[config.mk]
export PLATFORM = sky130hd
export DESIGN_NAME = ibuf_frame_sched
export DESIGN_NICKNAME = d
export VERILOG_FILES = /design/src/rtl/ibuf_frame_sched.sv
export SDC_FILE = /design/constraint.sdc
export NUM_CORES = 1
export LEC_CHECK = 0
export CORE_MARGIN = 1
export CORE_UTILIZATION = 35
export DETAILED_ROUTE_END_ITERATION = 12
export GPL_TIMING_DRIVEN = 0
export PLACE_DENSITY_LB_ADDON = 0.15
export RECOVER_POWER = 25
export SYNTH_ARGS = -nofsm -noshare
export SYNTH_HDL_FRONTEND = slang
export SYNTH_SLANG_ARGS = --single-unit
[constraint.sdc]
create_clock -name SYS_CLK -period 4.1 [get_ports SYS_CLK]
set_input_delay 0.82 -clock SYS_CLK [delete_from_list [all_inputs] [get_ports SYS_CLK]]
set_output_delay 0.82 -clock SYS_CLK [all_outputs]
set_load 0.01 [all_outputs]
[src/rtl/ibuf_frame_sched.sv]
// Frame sequencer in front of the input buffer: forwards upstream words, marks
// frame/line boundaries and paces one sram2reg request per output row pair.
`timescale 1ns/1ps
module ibuf_frame_sched #(
  parameter int unsigned dw = 128,
  parameter int unsigned aw = 10
) (
  input  logic          SYS_CLK,
  input  logic          SYS_NRST,
  input  logic          cfg_start,
  input  logic [3:0]    cfg_mode,
  input  logic          cfg_padding,
  input  logic [5:0]    cfg_pic_size,
  input  logic [aw-1:0] cfg_addr_start,
  input  logic [7:0]    cfg_beats_per_row,
  input  logic [dw-1:0] src_data,
  input  logic          src_valid,
  output logic          src_ready,
  output logic [dw-1:0] ib_wr_data,
  output logic          ib_wr_valid,
  input  logic          ib_wr_ready,
  output logic          ib_wr_sop,
  output logic          ib_wr_hsync,
  output logic [aw-1:0] ib_wr_addr_start,
  output logic          sram2reg_valid,
  input  logic          sram2reg_ready,
  input  logic          opu_valid,
  input  logic          opu_ready,
  output logic          busy,
  output logic          done
);

  localparam int unsigned PIC_W  = 6;
  localparam int unsigned LINE_W = 7;
  localparam int unsigned BEAT_W = 8;
  localparam int unsigned CMP_W  = 9;

  typedef enum logic [2:0] {S_IDLE, S_SOP, S_RUN, S_DRAIN, S_DONE} state_e;

  state_e              state_q, state_d;
  logic                fc_q, fc_d;
  logic                padding_q, padding_d;
  logic [PIC_W-1:0]    pic_q, pic_d;
  logic [aw-1:0]       addr_q, addr_d;
  logic [BEAT_W-1:0]   beats_q, beats_d;
  logic [PIC_W-1:0]    word_cnt_q, word_cnt_d;
  logic [LINE_W-1:0]   line_cnt_q, line_cnt_d;
  logic [LINE_W-1:0]   trig_cnt_q, trig_cnt_d;
  logic [BEAT_W-1:0]   beat_cnt_q, beat_cnt_d;
  logic                sop_q, sop_d;
  logic                hsync_q, hsync_d;
  logic                req_q, req_d;
  logic                busy_q, busy_d;
  logic                done_q, done_d;

  logic                start_c;
  logic [LINE_W-1:0]   t_c;
  logic [LINE_W-1:0]   lines_c;
  logic [CMP_W-1:0]    ahead_c;
  logic [CMP_W-1:0]    need_c;
  logic                load_en_c;
  logic                wr_beat_c;
  logic                line_end_c;
  logic                req_hs_c;
  logic                opu_hs_c;
  logic                req_cond_c;
  logic                mode_unused_c;

  assign mode_unused_c = ^cfg_mode[2:0];

  // Frame geometry and load/request qualifiers
  always_comb begin
    start_c    = (state_q == S_IDLE) && cfg_start;
    t_c        = fc_q ? LINE_W'(1) : LINE_W'(pic_q >> 1) + LINE_W'(padding_q);
    lines_c    = LINE_W'(pic_q);
    ahead_c    = CMP_W'({trig_cnt_q, 1'b0}) + CMP_W'(2);
    need_c     = (ahead_c < CMP_W'(lines_c)) ? ahead_c : CMP_W'(lines_c);
    load_en_c  = (state_q == S_RUN) && (line_cnt_q < lines_c) &&
                 (CMP_W'(line_cnt_q) < ahead_c);
    wr_beat_c  = src_valid && ib_wr_ready && load_en_c;
    line_end_c = wr_beat_c && (word_cnt_q == PIC_W'(pic_q - PIC_W'(1)));
    req_hs_c   = req_q && sram2reg_ready;
    opu_hs_c   = opu_valid && opu_ready;
    req_cond_c = (state_q == S_RUN) && (trig_cnt_q < t_c) &&
                 (CMP_W'(line_cnt_q) >= need_c) &&
                 ((trig_cnt_q == '0) || (beat_cnt_q == beats_q));
  end

  assign ib_wr_data  = src_data;
  assign ib_wr_valid = src_valid && load_en_c;
  assign src_ready   = ib_wr_ready && load_en_c;

  // State register
  always_ff @(posedge SYS_CLK or negedge SYS_NRST) begin
    if (!SYS_NRST) state_q <= S_IDLE;
    else           state_q <= state_d;
  end

  // Next-state logic
  always_comb begin
    state_d = state_q;
    case (state_q)
      S_IDLE:  if (cfg_start) state_d = S_SOP;
      S_SOP:   state_d = S_RUN;
      S_RUN:   if (trig_cnt_q == t_c) state_d = S_DRAIN;
      S_DRAIN: if (beat_cnt_q == beats_q) state_d = S_DONE;
      S_DONE:  state_d = S_IDLE;
      default: state_d = S_IDLE;
    endcase
  end

  // Registered outputs, aligned with the state they describe
  always_comb begin
    sop_d   = (state_d == S_SOP);
    busy_d  = (state_d != S_IDLE);
    done_d  = (state_d == S_DONE);
    hsync_d = line_end_c;
    req_d   = req_q ? !sram2reg_ready : req_cond_c;
  end

  // Config capture and frame counters
  always_comb begin
    fc_d       = fc_q;
    padding_d  = padding_q;
    pic_d      = pic_q;
    addr_d     = addr_q;
    beats_d    = beats_q;
    word_cnt_d = word_cnt_q;
    line_cnt_d = line_cnt_q;
    trig_cnt_d = trig_cnt_q;
    beat_cnt_d = beat_cnt_q;
    if (start_c) begin
      fc_d       = cfg_mode[3];
      padding_d  = cfg_padding;
      pic_d      = cfg_pic_size;
      addr_d     = cfg_addr_start;
      beats_d    = cfg_beats_per_row;
      word_cnt_d = '0;
      line_cnt_d = '0;
      trig_cnt_d = '0;
      beat_cnt_d = '0;
    end else begin
      if (line_end_c) begin
        word_cnt_d = '0;
        line_cnt_d = line_cnt_q + LINE_W'(1);
      end else if (wr_beat_c) begin
        word_cnt_d = word_cnt_q + PIC_W'(1);
      end
      // An OPU beat coinciding with the request handshake belongs to the new row
      if (req_hs_c) begin
        trig_cnt_d = trig_cnt_q + LINE_W'(1);
        beat_cnt_d = (opu_hs_c && (beats_q != '0)) ? BEAT_W'(1) : '0;
      end else if (opu_hs_c && (state_q != S_IDLE) && (beat_cnt_q < beats_q)) begin
        beat_cnt_d = beat_cnt_q + BEAT_W'(1);
      end
    end
  end

  always_ff @(posedge SYS_CLK or negedge SYS_NRST) begin
    if (!SYS_NRST) begin
      fc_q       <= 1'b0;
      padding_q  <= 1'b0;
      pic_q      <= '0;
      addr_q     <= '0;
      beats_q    <= '0;
      word_cnt_q <= '0;
      line_cnt_q <= '0;
      trig_cnt_q <= '0;
      beat_cnt_q <= '0;
      sop_q      <= 1'b0;
      hsync_q    <= 1'b0;
      req_q      <= 1'b0;
      busy_q     <= 1'b0;
      done_q     <= 1'b0;
    end else begin
      fc_q       <= fc_d;
      padding_q  <= padding_d;
      pic_q      <= pic_d;
      addr_q     <= addr_d;
      beats_q    <= beats_d;
      word_cnt_q <= word_cnt_d;
      line_cnt_q <= line_cnt_d;
      trig_cnt_q <= trig_cnt_d;
      beat_cnt_q <= beat_cnt_d;
      sop_q      <= sop_d;
      hsync_q    <= hsync_d;
      req_q      <= req_d;
      busy_q     <= busy_d;
      done_q     <= done_d;
    end
  end

  assign ib_wr_sop        = sop_q;
  assign ib_wr_hsync      = hsync_q;
  assign ib_wr_addr_start = addr_q;
  assign sram2reg_valid   = req_q;
  assign busy             = busy_q;
  assign done             = done_q;

endmodule

## After elaboration in Yosys (flattened, before gate mapping)

Cells that the tools add are included.

| storage, ports and cells | value |
|---|---|
| flip-flop bits (word level) | 62 |
| word-level logic and storage cells | 81 |
| input port bits | 165 |
| output and inout bits | 145 |

| operators by class | value |
|---|---|
| equal/unequal tests | 8 |
| add/subtract/negate cells | 7 |
| multiplexer cells | 18 |
| order comparisons | 6 |
| reduce and logical (&&, ||, !) cells | 27 |

Operator list:

| operator | count |
|---|---|
| $mux W7 | 4 |
| $mux W6 | 4 |
| $mux W8 | 3 |
| $logic_and A1 B1 Y1 | 16 |
| $add A7 B1 Y7 const B | 2 |
| $lt A7 B6 Y1 | 2 |
| $pmux W3 S4 | 1 |
| $reduce_bool A3 Y1 | 4 |
| $add A8 B2 Y9 const B | 1 |
| $ge A7 B9 Y1 | 1 |
| $lt A7 B9 Y1 | 1 |
| $lt A9 B6 Y1 | 1 |
| $mux W3 | 3 |
| $mux W9 | 1 |
| $add A8 B1 Y8 const B | 1 |
| $eq A8 B8 Y1 | 1 |
| $lt A8 B8 Y1 | 1 |
| $reduce_bool A8 Y1 | 1 |
| $eq A7 B6 Y1 | 1 |
| $logic_not A7 Y1 | 1 |
| $add A5 B1 Y6 | 1 |
| $add A6 B1 Y6 const B | 1 |
| $eq A3 B1 Y1 const B | 2 |
| $eq A3 B2 Y1 const B | 2 |
| other kinds (8) | 10 |

## Longest topological paths before layout

Gate-level depths: netlist of the first run.

| depth | value |
|---|---|
| word-level depth | 7 |
| gate-level depth with buffers | 17 |
| depth with buffers taken out | 16 |

## Worst setup path after synthesis of the first run

Ideal clock, no wire load.

| path | value |
|---|---|
| kind | reg2reg |
| from | reg trig_cnt_q[0] |
| to | reg req_q, in the netlist sram2reg_valid |
| period minus slack after synthesis | 3.863 ns |
| cell stages (with the launch flop) | 18 |
| path buffers | 2 |
| arrival | 3.724 ns |
| library setup time | 0.140 ns |
| data required time | 3.960 ns |
| path slack | 0.237 ns |
| cells stage by stage | dfrtp_1 ha_1 clkbuf_1 xor2_1 ha_1 a21oi_1 o21bai_1 a2111oi_0 o31a_1 buf_2 mux2i_1 ha_1 a21o_1 a21o_1 a21oi_1 nor2_1 a2111oi_0 o22ai_1 |

| between the ends | value |
|---|---|
| cells in the longest elaborated chain, start to end | 7 |
| elaborated cells on any way between the ends | 11 |
| classes of those cells | 1 x add/sub; 3 x order compare; 2 x mux; 5 x reduce/logical |

Ends and longest elaborated chain:

| what | RTL line | text |
|---|---|---|
| start: declaration | 48 | `logic [LINE_W-1:0] trig_cnt_q, trig_cnt_d;` |
| start signal: assignment | 183 | `trig_cnt_q <= trig_cnt_d;` |
| $add A8 B2 Y9 | 76 | `ahead_c = CMP_W'({trig_cnt_q, 1'b0}) + CMP_W'(2);` |
| $lt A9 B6 Y1 | 77 | `need_c = (ahead_c < CMP_W'(lines_c)) ? ahead_c : CMP_W'(lines_c);` |
| $mux W9 | 77 |  |
| $ge A7 B9 Y1 | 85 | `(CMP_W'(line_cnt_q) >= need_c) &&` |
| $logic_and A1 B1 Y1 | 84 | `req_cond_c = (state_q == S_RUN) && (trig_cnt_q < t_c) &&` |
| $logic_and A1 B1 Y1 (*) | 85 |  |
| $mux W1 (*) | 118 | `req_d = req_q ? !sram2reg_ready : req_cond_c;` |
| named net req_d | 52 | `logic req_q, req_d;` |
| end signal: assignment | 187 | `req_q <= req_d;` |
| end: declaration | 52 |  |

Mark *: on every way through the listed nets, which the timed path passes. The rest lies on a longest branch.
A chain may end at the register's enable or synchronous reset.

## Worst setup path in the final report of the first run

Same ends and word-level chain as after synthesis.

==> impl_results.md, run 1 <==
- Initial core utilization: 36.3%
- Yosys top cell area share: 30.6%
- Crit. End Element: flop
- Post-synth cell types: 61
- Syn Nets: 792
- Post-DP HPWL: 10600 um
- Row count: 43
- Register area share after synthesis: 30.6%
- Placer Congestion: 0.838
- CP startpoint: trig_cnt_q[0]
- Cell taking the most area after synthesis: dfrtp_1
- Layout cell share with drive strength beyond 1: 23.9%
- CP endpoint: sram2reg_valid
- Initial antenna violation count: 0
- Leading post-synthesis cells by instance count: buf_4, nand2_1, dfrtp_1, ha_1, inv_1
- Fin crit share: 94.1%
- CP Launch Type: flop
- Top achievable clock speed: 0.259 GHz
- R2R cell count: 17
- CTS Sinks: 62
- Placed Cells: 942
- Final WS setup: 0.242 ns
- Worst-Margin Slew: 1.62 ns
- Clock transition at the registers of the reported paths: 0.05 ns
- Largest net degree at the start of global routing: 63
- Arr. time, crit path: 4.05 ns
- Final setup violation count: 0
- Mapped Cells: 584
- Core ar.: 0.0140 mm2
- CP Max Fanout: 9
- Reg-to-reg setup timing slack: 0.24 ns
- Routed vias: 4590
- Overflow after GRT: 0
- Leakage: 3.56 nW
- Final clock skew: 0.00665 ns
- Final Critical Period: 3.86 ns
- R2r startpoint: trig_cnt_q[0]
- Antenna Nets Post-Route: 0
- Syn_area_per_cell: 8.69 um2
- CTS Buf Count: 9
- Synth area leaders: dfrtp_1, buf_4, ha_1, nand2_1, xnor2_1
- Max-Cap Viols: 1
- Async SR Flop Fraction: 100%
- Yosys reg bits: 62
- Power Total: 2.50 mW
- Gr usage total: 18.4%
- Status: finished with violations
- Top FF cell, synth: dfrtp_1
- Root Driver: clkbuf_16
- Final hold violation count: 0
- First-pass GRT wire length: 21500 um
- Most frequent cell after synthesis: buf_4
- Clock buffer depth: 2
- Setup CP Type: flop to flop
- Failing checks: capacitance limit, slew limit
- Slew Limit Fails: 63
- Die area: 0.0150 mm2
- DRC viols: 0
- Vias in the first global route: 4524
- Area growth syn-to-layout: 48.2%
- H-tree Lvls: 3
- Post-synth EDFFs: 0
- Pwr/cell area: 333 mW/mm2
- DRT iter0 DRCs: 198
- Post-DR wirelength/cell: 14.3 um
- HP Class: flop to flop
- I/O pins: 310
- Warnings, synthesis: 0
- Initial DRT Pass Iterations: 5
- Chip width: 122 um
- Design Area, Final: 0.00752 mm2
- # diodes: 0
- Final #Nets: 986
- CTS tree: yes
- Port buffer count: 178
- Placed Area: 0.00708 mm2
- Clock Latency Late Sink: 0.33 ns
- Total negative setup slack: 0 ns
- IR drop worst, VDD: 0.210 mV
- CP required: 4.30 ns
- Die height: 122 um
- Drt total wl: 13700 um
- Final non-filler cell total: 962
- Worst reg2reg endpoint: sram2reg_valid
- Vias/cell: 4.77
- Post-place setup slack: -0.835 ns
- Netlist area before placement: 0.00507 mm2
- Max-slew headroom: -8.31%
[kinds of logic after synthesis]
kind of cell	count (synthesis)	share of synthesized area, %
buf+inv	177	23.1
simple gates	188	19.0
flops	62	30.6
fa+ha+maj	43	10.6
other cells	1	0.0739
compound gates	78	10.0
xor+xnor	26	4.86
mux	9	1.78
[what timing repair did]
action / CTS / global route
setup buffers: 1 / 5
hold buffers: 0 / 0
cloned: 0 / 0
endpoints found under the setup margin: 3 / 3
resized for setup: 9 / 8
pin swaps: 1 / 2
[where the power goes]
group	switching (mW)	leakage, nW	internal, mW
sequential	0.0659	0.765	0.668
combinational	0.446	2.64	0.525
clock	0.281	0.151	0.516
total	0.793	3.56	1.71
[worst max-delay path, stage by stage, from the launching register on]
cell and delay [ns]:
dfrtp_2 0.44, buf_4 0.17, ha_4 0.20, xor2_4 0.17
ha_1 0.30, a21oi_1 0.13, o21bai_1 0.09, a2111oi_2 0.43
o31a_1 0.20, clkbuf_4 0.18, mux2i_2 0.22, ha_1 0.25
a21o_1 0.16, a21o_1 0.18, a21oi_1 0.14, nor2_1 0.08
a2111oi_4 0.25, o22ai_1 0.11
[layout make-up]
cell class,count,area [um2]
multi-input combinational,345,2440
inverter,29,109
clock buffer,12,267
clock inverter,3,42.5
tap,180,225
fill,1287,6470
sequential,62,1550
timing repair buffer,184,1820
buffer,147,1060
[cell usage in the layout, fill, tap and decap left out, types with 4 or more instances in the layout]
cell type / n
xor2_1: 5
nor2b_1: 6
xnor2_1: 17
dfrtp_1: 60
nand2_1: 74
buf_2: 4
ha_1: 41
inv_1: 28
clkbuf_16: 9
clkbuf_1: 8
nor2_1: 25
mux2i_1: 8
a21oi_1: 19
nand4_1: 10
clkdlybuf4s50_1: 175
nor3_1: 10
buf_4: 135
nor4_1: 6
or3_1: 5
nand3_1: 19
nand2b_1: 7
o21ai_0: 27
[state kept, by name, summed over array words and instances (netlist names), 3 cells and up]
| name | cells |
|---|---|
| ib_wr_addr_start | 10 |
| beat_cnt_q | 8 |
| beats_q | 8 |
| line_cnt_q | 7 |
| trig_cnt_q | 7 |
| pic_q | 6 |
| word_cnt_q | 6 |
| state_q | 3 |
[layer usage]
layer | vias to the layer above | GRT usage (%) | routed length, um
met3 | 16 | 3.95 | 741
li1 | 2234 | - | -
met5 | - | 0 | 0
met1 | 2169 | 22.5 | 5650
met2 | 171 | 32.3 | 7130
met4 | 0 | 5.26 | 205
[worst min-delay path by stage]
stage	from	endpoint	slack, ns	depth (start not counted)
2_1_floorplan	padding_q	padding_q	0.45	2
3_3_place_gp	ib_wr_addr_start[6]	ib_wr_addr_start[6]	0.46	2
3_5_place_dp	ib_wr_addr_start[6]	ib_wr_addr_start[6]	0.46	2
4_1_cts	ib_wr_addr_start[6]	ib_wr_addr_start[6]	0.48	2
5_1_grt	ib_wr_addr_start[2]	ib_wr_addr_start[2]	0.50	2
6_report	ib_wr_addr_start[6]	ib_wr_addr_start[6]	0.47	2
[metrics by stage]
step                      utilization, %  hold WS [ns]
after global placement              50.6         0.458
after global routing                53.8         0.501
after CTS                           53.2         0.482
after detailed placement            50.6         0.463
after floorplan                        -         0.452
final                               53.8         0.474
(Power assumes the default switching activity.)
==> inputs of run 2 (changes only) <==
Settings changed: CTS_CLUSTER_DIAMETER set to 200.
==> results of run 2 <==
Same layout as run 1: the final DEF is identical, and so are final timing and power.
